==> config.mk <==
export PLATFORM = sky130hd
export DESIGN_NAME = img_out_streamer_flat
export DESIGN_NICKNAME = d
export VERILOG_FILES = /design/src/rtl/img_out_streamer_pkg.sv /design/src/rtl/img_out_streamer_if.sv /design/src/rtl/img_out_streamer_fifo.sv /design/src/rtl/img_out_streamer.sv /design/src/flat_wrapper.sv
export SDC_FILE = /design/constraint.sdc
export NUM_CORES = 1
export LEC_CHECK = 0
export ABC_AREA = 1
export BUFFER_PORTS_ARGS = -buffer_cell sky130_fd_sc_hd__clkbuf_2
export CORE_MARGIN = 4
export CORE_UTILIZATION = 29
export CTS_CLUSTER_DIAMETER = 60
export CTS_CLUSTER_SIZE = 16
export DETAILED_ROUTE_END_ITERATION = 10
export GPL_ROUTABILITY_DRIVEN = 0
export SLEW_MARGIN = 30
export SYNTH_ARGS = -nofsm -noshare
export SYNTH_HDL_FRONTEND = slang
export SYNTH_HIERARCHICAL = 1
export SYNTH_SLANG_ARGS = --single-unit
==> constraint.sdc <==
create_clock -name clk -period 3.4 [get_ports clk]
set_input_delay 0.34 -clock clk [delete_from_list [all_inputs] [get_ports clk]]
set_output_delay 0.34 -clock clk [all_outputs]
set_load 0.005 [all_outputs]
==> src/rtl/img_out_streamer_pkg.sv <==
// img_out_streamer shared widths, pixel limit and FSM states.
// clamp_pix limits a requested pixel count to the image size.
package img_pkg;

   localparam int ADDR_W = 13;
   localparam int PIX_W = 8;
   localparam logic [ADDR_W-1:0] MAX_PIX = 13'd2500;

   typedef enum logic [1:0] {
      S_IDLE = 2'd0,
      S_RUN  = 2'd1,
      S_FIN  = 2'd2
   } state_e;

   function automatic logic [ADDR_W-1:0] clamp_pix(
      input logic [ADDR_W-1:0] n
   );
      return (n > MAX_PIX) ? MAX_PIX : n;
   endfunction

endpackage

==> src/rtl/img_out_streamer_if.sv <==
// Byte stream handshake leaving img_out_streamer.
// master drives data/valid, slave answers with ready.
interface img_out_streamer_if;
   import img_pkg::*;

   logic [PIX_W-1:0] tx_data;
   logic             tx_valid;
   logic             tx_ready;

   modport master (
      output tx_data,
      output tx_valid,
      input  tx_ready
   );

   modport slave (
      input  tx_data,
      input  tx_valid,
      output tx_ready
   );

endinterface

==> src/rtl/img_out_streamer_fifo.sv <==
// stream_fifo2: two-entry pixel FIFO between RAM read data and tx.
// dout is forced to zero while empty so idle tx_data reads as 0.
module stream_fifo2
   import img_pkg::*;
(
   input  logic             clk,
   input  logic             rst_n,
   input  logic             push_i,
   input  logic [PIX_W-1:0] din_i,
   input  logic             pop_i,
   output logic [PIX_W-1:0] dout_o,
   output logic             full_o,
   output logic             empty_o,
   output logic [1:0]       occ_o
);

   logic [PIX_W-1:0] mem_q [2];
   logic             wp_q, wp_d;
   logic             rp_q, rp_d;
   logic [1:0]       cnt_q, cnt_d;
   logic             do_push, do_pop;

   assign full_o  = (cnt_q == 2'd2);
   assign empty_o = (cnt_q == 2'd0);
   assign occ_o   = cnt_q;
   assign dout_o  = empty_o ? '0 : mem_q[rp_q];
   assign do_pop  = pop_i & ~empty_o;
   assign do_push = push_i & (~full_o | do_pop);

   always_comb begin
      wp_d  = wp_q;
      rp_d  = rp_q;
      cnt_d = cnt_q;
      if (do_push) wp_d = ~wp_q;
      if (do_pop)  rp_d = ~rp_q;
      unique case ({do_push, do_pop})
         2'b10:   cnt_d = cnt_q + 2'd1;
         2'b01:   cnt_d = cnt_q - 2'd1;
         default: cnt_d = cnt_q;
      endcase
   end

   always_ff @(posedge clk) begin
      if (!rst_n) begin
         wp_q  <= 1'b0;
         rp_q  <= 1'b0;
         cnt_q <= 2'd0;
      end else begin
         wp_q  <= wp_d;
         rp_q  <= rp_d;
         cnt_q <= cnt_d;
      end
   end

   always_ff @(posedge clk) begin
      if (do_push) mem_q[wp_q] <= din_i;
   end

endmodule

==> src/rtl/img_out_streamer.sv <==
// img_out_streamer: reads N pixels from RAM port B in address order
// and streams them out over a valid/ready byte interface.
module img_out_streamer
   import img_pkg::*;
(
   input  logic              clk,
   input  logic              rst_n,
   input  logic              start,
   input  logic [ADDR_W-1:0] num_pix,
   output logic [ADDR_W-1:0] ram_addr_b,
   output logic              ram_we_b,
   output logic [PIX_W-1:0]  ram_data_b,
   input  logic [PIX_W-1:0]  ram_q_b,
   img_out_streamer_if.master tx,
   output logic              busy,
   output logic              done
);

   state_e            state_q, state_d;
   logic [ADDR_W-1:0] n_q, n_d;
   logic [ADDR_W-1:0] iss_q, iss_d;
   logic [ADDR_W-1:0] xfr_q, xfr_d;
   logic [ADDR_W-1:0] addr_q, addr_d;
   logic              fly_q, fly_d;
   logic [ADDR_W-1:0] n_clamp;
   logic              pop, issue, last;
   logic              f_full, f_empty;
   logic [1:0]        f_occ;
   logic [2:0]        lvl;
   logic [PIX_W-1:0]  f_dout;

   stream_fifo2 u_fifo (
      .clk     (clk),
      .rst_n   (rst_n),
      .push_i  (fly_q),
      .din_i   (ram_q_b),
      .pop_i   (pop),
      .dout_o  (f_dout),
      .full_o  (f_full),
      .empty_o (f_empty),
      .occ_o   (f_occ)
   );

   assign tx.tx_valid = ~f_empty;
   assign tx.tx_data  = f_dout;
   assign pop         = ~f_empty & tx.tx_ready;

   // Slots still claimed after this edge; a pop frees one in time.
   assign lvl = {1'b0, f_occ} + {2'b00, fly_q} - {2'b00, pop};

   assign issue = (state_q == S_RUN) && (iss_q < n_q)
                  && (lvl < 3'd2) && (!f_full || pop);
   assign last  = pop && (xfr_q == n_q - ADDR_W'(1));

   assign n_clamp    = clamp_pix(num_pix);
   assign ram_addr_b = addr_q;
   assign ram_we_b   = 1'b0;
   assign ram_data_b = '0;
   assign busy       = (state_q != S_IDLE) | (start & rst_n);
   assign done       = (state_q == S_FIN);

   always_comb begin
      state_d = state_q;
      n_d     = n_q;
      iss_d   = iss_q;
      xfr_d   = xfr_q;
      addr_d  = addr_q;
      fly_d   = issue;
      unique case (state_q)
         S_IDLE: begin
            if (start) begin
               n_d     = n_clamp;
               iss_d   = '0;
               xfr_d   = '0;
               state_d = (n_clamp == '0) ? S_FIN : S_RUN;
            end
         end
         S_RUN: begin
            if (issue) begin
               addr_d = iss_q;
               iss_d  = iss_q + ADDR_W'(1);
            end
            if (pop)  xfr_d   = xfr_q + ADDR_W'(1);
            if (last) state_d = S_FIN;
         end
         S_FIN: state_d = S_IDLE;
         default: state_d = S_IDLE;
      endcase
   end

   always_ff @(posedge clk) begin
      if (!rst_n) begin
         state_q <= S_IDLE;
         n_q     <= '0;
         iss_q   <= '0;
         xfr_q   <= '0;
         addr_q  <= '0;
         fly_q   <= 1'b0;
      end else begin
         state_q <= state_d;
         n_q     <= n_d;
         iss_q   <= iss_d;
         xfr_q   <= xfr_d;
         addr_q  <= addr_d;
         fly_q   <= fly_d;
      end
   end

endmodule

==> src/flat_wrapper.sv <==
// flat-port wrapper written by rule: the top's interface ports become plain ports
module img_out_streamer_flat import img_pkg::*;
  (clk, rst_n, start, num_pix, ram_addr_b, ram_we_b, ram_data_b, ram_q_b, busy, done, tx_tx_data, tx_tx_valid, tx_tx_ready);
  img_out_streamer_if tx_i ();
  input  logic clk;
  input  logic rst_n;
  input  logic start;
  input  logic [ADDR_W-1:0] num_pix;
  output logic [ADDR_W-1:0] ram_addr_b;
  output logic ram_we_b;
  output logic [PIX_W-1:0] ram_data_b;
  input  logic [PIX_W-1:0] ram_q_b;
  output logic busy;
  output logic done;
  output wire logic [$bits(tx_i.tx_data)-1:0] tx_tx_data;
  output wire logic [$bits(tx_i.tx_valid)-1:0] tx_tx_valid;
  input wire logic [$bits(tx_i.tx_ready)-1:0] tx_tx_ready;
  assign tx_tx_data = tx_i.tx_data;
  assign tx_tx_valid = tx_i.tx_valid;
  assign tx_i.tx_ready = tx_tx_ready;
  img_out_streamer u_core (.clk(clk), .rst_n(rst_n), .start(start), .num_pix(num_pix), .ram_addr_b(ram_addr_b), .ram_we_b(ram_we_b), .ram_data_b(ram_data_b), .ram_q_b(ram_q_b), .tx(tx_i), .busy(busy), .done(done));
endmodule
==> summary.txt, run 1 <==
Outcome
  • Outcome: complete, no violations

Clock network
  • Worst-Skew Late Latency: 0.34 ns
  • Clock Sinks: 76
  • Clock transition at the registers of the reported paths: 0.06 ns
  • CTS tree: built
  • Num CTS Buffers: 9
  • Setup Buffers After CTS: 0
  • PostCTS Resize Cnt: 0
  • Htree depth: 3
  • Clk buf depth: 2
  • Root Driver: clkbuf_16
  • Post-CTS Hold Buffers: 0

Yosys
  • Synth unique cells: 37
  • Multiplexer share of the synthesized area: 0%
  • Syn avg cell area: 7.14 sq um
  • Synth Area in XOR/XNOR: 3.70%
  • Synth Cell Area: 4400 sq um
  • Compound-Gate Fraction of Synth Area: 10.8%
  • Synth warn: 6
  • Combinational family with the most area after synthesis: simple AND/OR/NAND/NOR gates
  • Top post-synthesis cells by area: dfxtp_1 27%, nand2_1 12%, edfxtp_1 11%, nor2_1 8.5%, inv_1 5.0%
  • Seq/Total Area, Yosys: 38.2%
  • Mapped Cells: 616
  • Simple-gate share of the synthesized area: 32.9%
  • Flops & latches, synth: 76
  • Share of the synthesized area in the top cell type: 27.3%
  • Post-synthesis adder-cell area fraction: 5.29%
  • Cell accounting for the most synthesized area: dfxtp_1

Global route
  • Vias in the first global route: 3574
  • Largest net degree at the start of global routing: 24
  • Met3 usage: 3.21%
  • Grt ovf: 0
  • Layer with the highest usage: met2
  • GRT Util Overall: 12.4%
  • Met1 Resource Use GR: 17.3%
  • Met2 usage in global routing: 18.1%
  • Initial antenna violation count: 0
  • First-pass GRT wire length: 17500 um

Routing
  • Drt initial violations: 215
  • Vias/cell: 4.62
  • 1st-pass router iterations: 4
  • Drt drc: 0
  • Via count: 3939
  • Antenna viol nets, final: 0
  • WL final: 10400 um
  • DR WL/cell: 12.2 um

Place
  • DP HPWL: 7870 um
  • Cell total after placement: 836
  • IO buf count: 48
  • Pre-CTS WS: 0.573 ns

Layout
  • Layout Utilization: 34.5%
  • Share of layout cells above drive strength 1: 16.0%
  • P&R area growth vs syn: 15.2%
  • Filler cell count: 1553
  • Final std cells w/o fill: 852
  • N_diodes: 0
  • Nets: 706

Setup path
  • CP peak stage delay: 0.57 ns
  • Crit start category: flip-flop
  • Crit path arrival time: 3.05 ns
  • CP max FO: 14
  • CP Data Required Time: 3.64 ns
  • CP Capture Type: flip-flop
  • Critical path type: flip-flop to flip-flop
  • Cell mode on critical path: nor2_1
  • CP bufs+invs: 1
  • Critical-path cell list: nor2_8 -> nor2_1 -> ha_1 -> nor2_1 -> fa_1 -> nor2_1 -> nand4_1 -> nor2_1 -> nand2_2 -> inv_2 -> nand2_1 -> nand2_1 -> nor2_1
  • Standard cell with the maximum stage delay on the critical path: dfxtp_1
  • Cell family contributing the most delay on the critical path: simple AND/OR/NAND/NOR gates

Floorplanning
  • Die width: 131 um
  • Initial core utilization: 29.9%
  • IO Pins: 58
  • Die area: 17200 sq um
  • Site Rows: 44
  • Core ar.: 14700 sq um
  • Die height: 131 um

Timing
  • Final Setup Violations: 0
  • Post-Route Setup TNS: 0 ns
  • Max Slew Vio Count: 0
  • Final Worst Setup Slack: 0.590 ns
  • Final worst-path cycle share: 82.7%
  • Worst Skew: 0.00704 ns
  • Worst-Margin Slew: 0.737 ns
  • Slew HR: 50.5%
  • Unrepaired setup endpoints after global routing: false
  • Min cycle time layout: 2.81 ns
  • Final Hold Fails: 0
  • Max Clk Rate: 356 MHz

Power and ir drop
  • Combinational share of power: 18.8%
  • Sequential share of power: 42.1%
  • Pleak: 2.12 nW
  • Peak supply drop: 0.215 mV
  • Pwr Density: 480 nW/um^2
  • Sw Share: 29.9%
  • Psw: 0.727 mW
  • Internal power: 1.71 mW
  • Clock power share: 39.1%

Min path
  • Hold WC Path Type: input pin to flip-flop

Job
  • Max-Cap Viols: 0
==> power by group through the flow <==
stage / logic [mW] / clock network [mW] / registers (mW)
after floorplan: 0.347 / 0 / 1.03
after global placement: 0.456 / 0 / 1.04
after detailed placement: 0.458 / 0 / 1.04
after CTS: 0.461 / 0.984 / 1.03
after global routing: 0.529 / 1.03 / 1.03
final: 0.457 / 0.951 / 1.02
==> cell usage after synthesis, drive strengths merged <==
cell    instances
o21a            1
xor2           11
a31oi           2
nor3           18
ha             17
conb            1
xnor3           1
o21ai          32
nand4          10
nand3b          3
inv            68
edfxtp         16
xnor2           5
dfxtp          60
buf            17
nor2          104
a211oi          2
nand2         153
a21oi          44
clkbuf          5
nand3          42
o21bai          1
fa              1
o22ai           2
==> sequential cells by signal, summed over array words and instances (netlist names), named ones only <==
register	flops
u_core/u_fifo/wp_q	1
u_core/u_fifo/rp_q	1
u_core/u_fifo/occ_o	2
u_core/u_fifo/mem_q	16
u_core/fly_q	1
u_core/state_q	2
u_core/iss_q	13
u_core/n_q	13
u_core/ram_addr_b	13
u_core/xfr_q	13
==> layer usage <==
metal	vias to the layer above	wire length [um]
met5	-	0
met4	0	214
met3	14	544
met2	108	4360
met1	1733	5270
li1	2084	-
==> kinds of logic after synthesis <==
logic type               Yosys count
AO/OA/AOI/OAI                     84
flip-flops                        76
adder cells (fa/ha/maj)           18
buffers and inverters             90
XOR/XNOR                          17
other                              1
AND/OR/NAND/NOR                  330
==> placed cells by master (no fill, tap or decap), drive strengths merged, types with 4 or more instances in the layout <==
cell / n
nand2: 153
clkbuf: 58
nand3: 42
dfxtp: 60
xor2: 11
edfxtp: 16
nor2: 104
nand4: 10
inv: 68
a21oi: 44
clkinvlp: 4
o21ai: 32
xnor2: 5
ha: 17
conb: 9
nor3: 18
==> worst register-to-register path, cell delays in order (launching register included) <==
cell and delay [ns]:
dfxtp_1 0.57, nor2_8 0.10, nor2_1 0.25, ha_1 0.27, nor2_1 0.13, fa_1 0.42
nor2_1 0.09, nand4_1 0.10, nor2_1 0.14, nand2_2 0.17, inv_2 0.24, nand2_1 0.11
nand2_1 0.07, nor2_1 0.04
==> metrics by stage <==
stage / instance area [sq um] / power [mW] / hold slack (ns)
after global placement: 4770 / 1.50 / 0.467
after global routing: 5070 / 2.59 / 0.174
after detailed placement: 4770 / 1.50 / 0.476
after CTS: 5070 / 2.47 / 0.175
final: 5070 / 2.43 / 0.188
after floorplan: 4430 / 1.38 / 0.439
==> path summary, 6_finish.rpt <==
path / slack (ns) / from / to / depth (start not counted)
worst min-delay path: 0.19 / ram_q_b[7] / u_core/u_fifo/mem_q[1][7] / 1
worst max register to register: 0.59 / u_core/u_fifo/occ_o[1] / u_core/ram_addr_b[0] / 13
worst min register to register: 0.48 / u_core/n_q[12] / u_core/n_q[12] / 2
worst max-delay path: 0.59 / u_core/u_fifo/occ_o[1] / u_core/ram_addr_b[0] / 13
==> area by class of cell <==
class                      instances  area [sq um]  share of cell area (%)
tap                              184           230                    4.54
sequential                        76          1680                    33.2
clock buffer                      10           229                    4.52
inverter                          68           255                    5.04
multi-input combinational        458          2350                    46.4
clock inverter                     6          65.1                    1.28
timing repair buffer              50           255                    5.04
(Power assumes the default switching activity.)
==> inputs of run 2 (changes only) <==
--- a/config.mk
+++ b/config.mk
@@ -5,7 +5,7 @@
 export SDC_FILE = /design/constraint.sdc
 export NUM_CORES = 1
 export LEC_CHECK = 0
-export ABC_AREA = 1
+export ABC_AREA = 0
 export BUFFER_PORTS_ARGS = -buffer_cell sky130_fd_sc_hd__clkbuf_2
 export CORE_MARGIN = 4
 export CORE_UTILIZATION = 29
==> constraint.sdc (replaced) <==
create_clock -name clk -period 2.36 [get_ports clk]
set_input_delay 0.236 -clock clk [delete_from_list [all_inputs] [get_ports clk]]
set_output_delay 0.236 -clock clk [all_outputs]
set_load 0.005 [all_outputs]
==> run 2 against run 1 <==
Net effect:
- the flow now finishes with violations (setup timing)
- register-to-register slack got worse by 1.0 ns
- fmax increased by 1.6%
- utilization increased by 5.1 points
- worst setup slack got worse by 1.0 ns
- critical path depth decreased by 2
- routed wire length increased by 2.9%
- clock power increased by 46%
- global-route usage increased by 1.1 points
- critical path type unchanged
==> summary.txt, run 2 <==
Timing
  • Min cycle time layout: 2.77 ns
  • Final worst-path cycle share: 117%
  • Slew HR: 56.9%
  • Final Hold Fails: 0
  • Unrepaired setup endpoints after global routing: true
  • Final Setup Violations: 27
  • Max Slew Vio Count: 0
  • Worst-Margin Slew: 0.644 ns
  • Final Worst Setup Slack: -0.406 ns
  • Worst Skew: 0.00894 ns
  • Max Clk Rate: 362 MHz

Setup path
  • R2R cell count: 11
  • R2R setup slack: -0.41 ns
  • Standard cell with the maximum stage delay on the critical path: fa_1
  • Reg-to-reg endpoint: u_core/iss_q[11]
  • Critical-path cell list: nor2_4 -> nand2b_4 -> inv_4 -> ha_4 -> nor2b_2 -> fa_1 -> a2111oi_2 -> o211ai_1 -> a31o_2 -> or4_4 -> a21oi_2
  • Worst R2R Start: u_core/u_fifo/occ_o[0]
  • CP Data Required Time: 2.63 ns
  • CP max FO: 5
  • Critical path type: flip-flop to flip-flop
  • CP peak stage delay: 0.42 ns
  • Crit path arrival time: 3.03 ns
  • Crit start category: flip-flop
  • CP Capture Type: flip-flop

Routing
  • Antenna viol nets, final: 0
  • WL final: 10700 um
  • 1st-pass router iterations: 4
  • Drt initial violations: 188
  • Vias/cell: 5.05
  • Drt drc: 0
  • DR WL/cell: 15.0 um
  • Via count: 3614

Yosys
  • Most frequent cell after synthesis: dfxtp_1
  • Flops & latches, synth: 76
  • Cell accounting for the most synthesized area: dfxtp_1
  • Post-synth ARST share: 0%
  • Syn avg cell area: 9.01 sq um
  • Top post-synthesis cells by area: dfxtp_1 30%, edfxtp_1 12%, ha_1 5.2%, a21oi_1 3.9%, nor2_1 3.6%
  • Share of the synthesized area in the top cell type: 29.6%
  • Top FF cell, synth: dfxtp_1
  • Post-synth EDFFs: 16
  • Mapped Cells: 450
  • Seq/Total Area, Yosys: 41.5%
  • Synth warn: 6
  • Synth Cell Area: 4060 sq um
  • Commonest cells post-synth: 60 x dfxtp_1, 39 x nor2_1, 32 x a21oi_1
  • Synth unique cells: 54

Floorplanning
  • Site Rows: 42
  • Die width: 126 um
  • IO Pins: 58
  • Die area: 15900 sq um
  • Die height: 126 um
  • Initial core utilization: 30.1%
  • Core ar.: 13500 sq um

Global route
  • Vias in the first global route: 3553
  • Largest net degree at the start of global routing: 31
  • Grt ovf: 0
  • GRT Util Overall: 13.5%
  • Initial antenna violation count: 0
  • First-pass GRT wire length: 17400 um

Clock network
  • Htree depth: 3
  • CTS tree: built
  • Num CTS Buffers: 9
  • Clock transition at the registers of the reported paths: 0.06 ns
  • Clk buf depth: 2
  • Worst-Skew Late Latency: 0.35 ns
  • Clock Sinks: 76
  • Root Driver: clkbuf_16

Place
  • IO buf count: 48
  • DP HPWL: 7840 um
  • Pre-CTS WS: -0.480 ns

Min path
  • WHS Endpoint: u_core/u_fifo/mem_q[1][4]
  • Hold Path Depth: 1
  • Hold path start: ram_q_b[4]
  • Hold WC Path Type: input pin to flip-flop

Layout
  • Biggest register: u_core/u_fifo/mem_q
  • Share of layout cells above drive strength 1: 29.5%
  • N_diodes: 0
  • Filler cell count: 1340
  • Max reg flops: 16
  • P&R area growth vs syn: 31.2%
  • Nets: 577
  • Most frequent cells in the layout: 58 x dfxtp_1, 48 x clkbuf_2, 38 x nor2_1, 38 x buf_4, 26 x inv_1
  • Most common cell after layout, fill and taps aside: dfxtp_1

Power and ir drop
  • Tot Pwr: 3.38 mW
  • Pleak: 2.07 nW
  • Peak supply drop: 0.292 mV
  • Pwr Density: 636 nW/um^2

Outcome
  • Violations in the final reports: setup timing
  • Outcome: finished, violations left

Job
  • Max-Cap Viols: 0
-- run 2: cell types whose count changed in the layout (fill, tap and decap cells not counted), sizes merged, moves of 14 or more --
| cell | before | now |
|---|---|---|
| inv | 68 | 28 |
| nand2 | 153 | 17 |
| nand3 | 42 | 28 |
| nor2 | 104 | 39 |
| buf | 2 | 44 |
-- run 2: cells by family after synthesis --
group | Yosys count | synth area share, %
buf+inv | 56 | 6.11
compound gates | 103 | 16.5
mux | 12 | 2.99
xor+xnor | 32 | 6.91
other cells | 1 | 0.0925
simple gates | 152 | 20.2
fa+ha+maj | 18 | 5.74
flops | 76 | 41.5
-- run 2: worst max path at each step --
stage                            from                     to  slack [ns]  cells past startpoint
6_report       u_core/u_fifo/occ_o[0]       u_core/iss_q[11]       -0.41                     11
5_1_grt        u_core/u_fifo/occ_o[0]  u_core/ram_addr_b[12]       -0.57                     14
4_1_cts        u_core/u_fifo/occ_o[0]        u_core/iss_q[4]       -0.48                     13
3_5_place_dp   u_core/u_fifo/occ_o[1]        u_core/iss_q[8]       -0.48                     11
3_3_place_gp   u_core/u_fifo/occ_o[1]        u_core/iss_q[8]       -0.45                     11
2_1_floorplan  u_core/u_fifo/occ_o[1]       u_core/iss_q[10]       -0.47                     12
-- run 2: per-layer routing --
metal	wire length, um	GRT usage, %
met1	4770	15.9
met2	5230	23.3
met3	533	4.28
met4	166	4.23
met5	0	0
-- run 2: worst max-delay path, delay by kind of cell (launching register included) --
kind | cells | cell delay, ns
AO/OA/AOI/OAI | 4 | 0.92
adder cells (fa/ha/maj) | 2 | 0.62
buffers and inverters | 1 | 0.04
flip-flops | 1 | 0.33
AND/OR/NAND/NOR | 4 | 0.77
-- run 2: timing repair --
item	4_1_cts	5_1_grt
hold buffers	0	0
gates resized for setup	20	23
pin swaps	13	6
gates cloned	2	0
setup endpoints to repair	27	28
setup buffers	3	1
-- run 2: report_power, final --
| group | total, mW | internal, mW | switching (mW) |
|---|---|---|---|
| Clock | 1.39 | 0.823 | 0.566 |
| Combinational | 0.601 | 0.272 | 0.329 |
| Sequential | 1.39 | 1.37 | 0.0270 |
| Total | 3.38 | 2.46 | 0.922 |
-- run 2: final cells by class --
cell class                      count  area [sq um]  area share, %
Multi-Input combinational cell    328          2390           44.9
Sequential cell                    76          1690           31.7
Timing Repair Buffer               92           619           11.6
Clock buffer                        9           225           4.23
Tap cell                          176           220           4.14
Inverter                           27           104           1.95
Clock inverter                      7          76.3           1.43
-- run 2: metrics by stage --
stage / util [%] / instance area [sq um] / cells / hold WS, ns / setup TNS [ns]
floorplan: - / 4140 / 458 / 0.335 / -10.88
global placement: 35.6 / 4780 / 693 / 0.431 / -7.54
detailed placement: 35.6 / 4780 / 693 / 0.432 / -8.53
CTS: 38.8 / 5220 / 714 / 0.0665 / -12.04
global route: 39.5 / 5320 / 715 / 0.0618 / -14.06
finish: 39.5 / 5320 / 715 / 0.0805 / -9.82
